## src/rtl/btn_event.sv

```systemverilog
// btn_event: debounced button level to press/release/click/double-click/long-press strobes (clk, rst_n, btn in; *_p strobes and held out)
module btn_event #(
  parameter int LONG_CYCLES = 50000000,
  parameter int GAP_CYCLES  = 25000000,
  parameter int CNT_W       = 26
) (
  input  logic clk,
  input  logic rst_n,
  input  logic btn,
  output logic press_p,
  output logic release_p,
  output logic click_p,
  output logic dclick_p,
  output logic long_p,
  output logic held
);
  typedef enum logic [2:0] {IDLE, DOWN1, WAIT, DOWN2, LONG} state_t;
  localparam logic [CNT_W-1:0] LONG_T = CNT_W'(LONG_CYCLES - 1);
  localparam logic [CNT_W-1:0] GAP_T  = CNT_W'(GAP_CYCLES - 1);
  state_t state;
  logic [CNT_W-1:0] cnt;
  logic btn_q;
  always_ff @(posedge clk or negedge rst_n) begin
    if (!rst_n) begin
      state     <= IDLE;
      cnt       <= '0;
      btn_q     <= 1'b1;
      press_p   <= 1'b0;
      release_p <= 1'b0;
      click_p   <= 1'b0;
      dclick_p  <= 1'b0;
      long_p    <= 1'b0;
      held      <= 1'b0;
    end else begin
      btn_q     <= btn;
      press_p   <= 1'b0;
      release_p <= 1'b0;
      click_p   <= 1'b0;
      dclick_p  <= 1'b0;
      long_p    <= 1'b0;
      case (state)
        IDLE:
          if (btn && !btn_q) begin
            state   <= DOWN1;
            cnt     <= '0;
            press_p <= 1'b1;
            held    <= 1'b1;
          end
        DOWN1:
          if (!btn) begin
            state     <= WAIT;
            cnt       <= '0;
            release_p <= 1'b1;
            held      <= 1'b0;
          end else if (cnt == LONG_T) begin
            state  <= LONG;
            long_p <= 1'b1;
          end else cnt <= cnt + 1'b1;
        WAIT:
          if (btn) begin
            state    <= DOWN2;
            dclick_p <= 1'b1;
            press_p  <= 1'b1;
            held     <= 1'b1;
          end else if (cnt == GAP_T) begin
            state   <= IDLE;
            click_p <= 1'b1;
          end else cnt <= cnt + 1'b1;
        DOWN2, LONG:
          if (!btn) begin
            state     <= IDLE;
            release_p <= 1'b1;
            held      <= 1'b0;
          end
        default: state <= IDLE;
      endcase
    end
  end
endmodule
```

## config.mk

```make
export PLATFORM = sky130hd
export DESIGN_NAME = btn_event
export DESIGN_NICKNAME = d
export VERILOG_FILES = /design/src/rtl/btn_event.sv
export SDC_FILE = /design/constraint.sdc
export NUM_CORES = 1
export LEC_CHECK = 0
export CAP_MARGIN = 30
export CORE_MARGIN = 2
export CORE_UTILIZATION = 42
export CTS_CLUSTER_SIZE = 25
export DETAILED_ROUTE_END_ITERATION = 10
export GPL_ROUTABILITY_DRIVEN = 0
export HOLD_SLACK_MARGIN = 0.15
export PLACE_DENSITY = 0.7
export REMOVE_ABC_BUFFERS = 1
export SETUP_SLACK_MARGIN = 0.02
export SLEW_MARGIN = 20
export SYNTH_ARGS = -nofsm -noshare
export SYNTH_HDL_FRONTEND = slang
export SYNTH_SLANG_ARGS = --single-unit
```

## constraint.sdc

```tcl
create_clock -name clk -period 2.3 [get_ports clk]
set_clock_uncertainty 0.2 [all_clocks]
set_input_delay 0.345 -clock clk [delete_from_list [all_inputs] [get_ports clk]]
set_output_delay 0.345 -clock clk [all_outputs]
set_load 0.02 [all_outputs]
```

==> summary.md <==
| Metric | Value |
|---|---|
| Synth Flop Type | `dfrtp_1` |
| Synth top area share | `0.421` |
| CTS tree | `built` |
| Max Slew Vio Count | `0` |
| Crit path capture type | `register` |
| Clk Latency, worst-skew pair | `300 ps` |
| Pre-Repair DR Iteration Count | `4` |
| ANT cells | `0` |
| Yosys warnings | `0` |
| Placed inst area | `2360 sq um` |
| CP Launch Type | `register` |
| Total core area | `4750 sq um` |
| Largest net degree at the start of global routing | `37` |
| CTS sink count | `36` |
| Initial antenna violation count | `0` |
| Critical-path maximum fanout | `7` |
| Post-synth EDFFs | `0` |
| FMAX | `0.416 GHz` |
| Slowest Stage Delay on Critical Path | `420 ps` |
| Mapped Cells | `233` |
| Crit-path slowest cell | `dfrtp_1` |
| DRC | `0` |
| Ys async rst share | `1.00` |
| Mapped Area | `2080 sq um` |
| Root buffer cell | `clkbuf_8` |
| Worst Max-Slew Pin Slew | `824 ps` |
| Share of cells above drive strength 1 | `0.266` |
| Slew margin rel. | `0.451` |
| Final worst slack | `-102 ps` |
| Final nets | `274` |
| Global route overflow | `0` |
| Critical path class | `register to register` |
| Clk buf depth | `2` |
| CP Cell Sequence | `ha_1, and4_1, and2_2, nand4_1, nand3_4, buf_12, o21ai_0, o31ai_4` |
| Vias | `2028` |
| Die extent in x | `74.3 microns` |
| GRT Overall Usage | `0.206` |
| Reg clk slew, reported paths | `80 ps` |
| Max Cap Viol | `0` |
| Global-route wire length before repair | `8600 microns` |
| Leak pwr | `0.00119 uW` |
| WL final | `5840 microns` |
| Finished Cell Area | `2780 sq um` |
| CP Data Arrival Time | `2380 ps` |
| FF+latch count, synth | `36` |
| Worst IR Drop VDD | `0.000283 V` |
| Leading post-synthesis cells by cell area | `dfrtp_1 (42%), o21ai_0 (6.7%), o31ai_1 (5.1%), a31oi_1 (3.6%), nand2_1 (3.3%)` |
| Setup TNS | `-867 ps` |
| Violated checks | `negative setup slack` |
| Routed WL per cell | `17.3 microns` |
| Full die area | `5530 sq um` |
| Layout overhead on the synthesized area | `33.5%` |
| Post-Syn Area per Cell | `8.92 sq um` |
| PD cells | `686 nW/um^2` |
| Via-to-Cell Ratio | `6.00` |
| Port buffer count | `8` |
| Detailed placement HPWL | `3170 microns` |
| Final hold viol count | `0` |
| Starting Density | `0.437` |
| Fin crit share | `1.04` |
| Io pins | `9` |
| Final core occ | `0.584` |
| Post-synthesis sequential area ratio | `0.434` |
| Routed Antenna Nets | `0` |
| Hold crit path type | `register to register` |
| CTS Buf Count | `5` |
| Max H-tree Level | `2` |
| Critical Path RT | `2280 ps` |
| Largest area contributor in the netlist | `dfrtp_1` |
| Synth cell types | `43` |
| Vias in the first global route | `1746` |
| Site row count | `25` |
| Chip height | `74.3 microns` |
| Initial DRC Count | `263` |
| Status | `finished with violations` |
| Fin crit period | `2400 ps` |
| RSZ-0062 raised after global routing | `true` |
| Final Setup Violations | `20` |
power by group:
part | switching [uW] | leakage (uW) | internal (uW)
Sequential | 34.2 | 0.000488 | 671
Combinational | 324 | 0.000649 | 297
Clock | 255 | 0.0000541 | 321
cells in the final DEF (no fill, tap or decap), drive strengths merged, types with 3 or more instances in the layout:
cell / instances
and3: 5
o31ai: 14
dfrtp: 35
nor2b: 5
a31oi: 12
and2: 5
nand2: 18
inv: 6
nand2b: 8
o21ai: 33
clkbuf: 7
a21oi: 10
nand3: 14
nand4: 5
buf: 34
nor2: 14
o41ai: 5
and4: 3
nor3: 5
nor4: 4
clkdlybuf4s50: 7
metal layers:
metal,part of all wire,global-route usage
met5,0,0
met4,0.041,0.0813
met3,0.056,0.0434
met2,0.48,0.334
met1,0.42,0.269
metrics by stage:
stage	setup slack [ps]	hold slack, ps	power [uW]	instances
finish	-102	320	1900	338
global placement	-11.4	279	1130	316
floorplan	-255	-151	942	219
global route	-170	342	1980	338
CTS	16.7	308	1780	332
detailed placement	-64.5	278	1140	316
synth_stat cells, types with 2 or more instances:
library cell,instances
nand3_1,13
o21ai_1,5
buf_6,2
or3_1,2
nand2_1,18
nor4_1,2
and2_1,5
buf_2,3
nand3b_1,2
and4_1,3
and3_1,5
clkbuf_1,7
nand2b_1,8
nor3_1,4
nand4_1,5
a21oi_1,10
o41ai_1,5
a31oi_1,12
inv_1,6
nand4b_1,2
o31ai_1,14
o21ai_0,28
nor2_1,14
dfrtp_1,35
nor2b_1,5
kinds of logic (layout without fill, tap and decap cells):
group / count (synthesis) / count (layout) / share of synthesized area
simple gates: 97 / 97 / 0.279
compound gates: 78 / 78 / 0.228
flops: 36 / 36 / 0.434
buf+inv: 20 / 58 / 0.0476
fa+ha+maj: 1 / 1 / 0.00602
mux: 1 / 1 / 0.00482
final cells by class:
type	instances	area, sq um
fillers	428	1980
multi-input cells	177	1190
flip-flops and latches	36	903
repair buffers	44	460
well taps	67	83.8
clock buffers	5	68.8
clock inverters	3	42.5
inverters	6	22.5
final timing paths:
check | slack, ps | cells after the start | startpoint | to
hold reg to reg | 320 | 1 | cnt[25] | cnt[25]
hold / removal | 320 | 1 | cnt[25] | cnt[25]
setup reg to reg | -100 | 8 | cnt[1] | cnt[7]
max in group asynchronous | 850 | 2 | rst_n | cnt[25]
setup / recovery | -100 | 8 | cnt[1] | cnt[7]
min in group asynchronous | 480 | 2 | rst_n | release_p
repair_timing:
action | in CTS | in global routing
setup endpoints to repair | 6 | 26
endpoints found under the hold margin | 35 | 0
resized for setup | 7 | 25
pin swaps | 5 | 8
cloned | 1 | 3
hold buffers | 1 | 0
setup buffers | 6 | 4
sequential cells by signal, indices dropped and copies added (netlist names):
signal	cells
dclick_p	1
btn_q	1
state	3
cnt	26
press_p	1
release_p	1
click_p	1
held	1
long_p	1
worst max-delay path: cells and delay by family, from the launching register on:
family / cells / cell delay, ps
flip-flops: 1 / 420
AO/OA/AOI/OAI: 2 / 430
buffers and inverters: 1 / 180
AND/OR/NAND/NOR: 4 / 830
adder cells (fa/ha/maj): 1 / 210
Power figures use the tool's default switching activity.
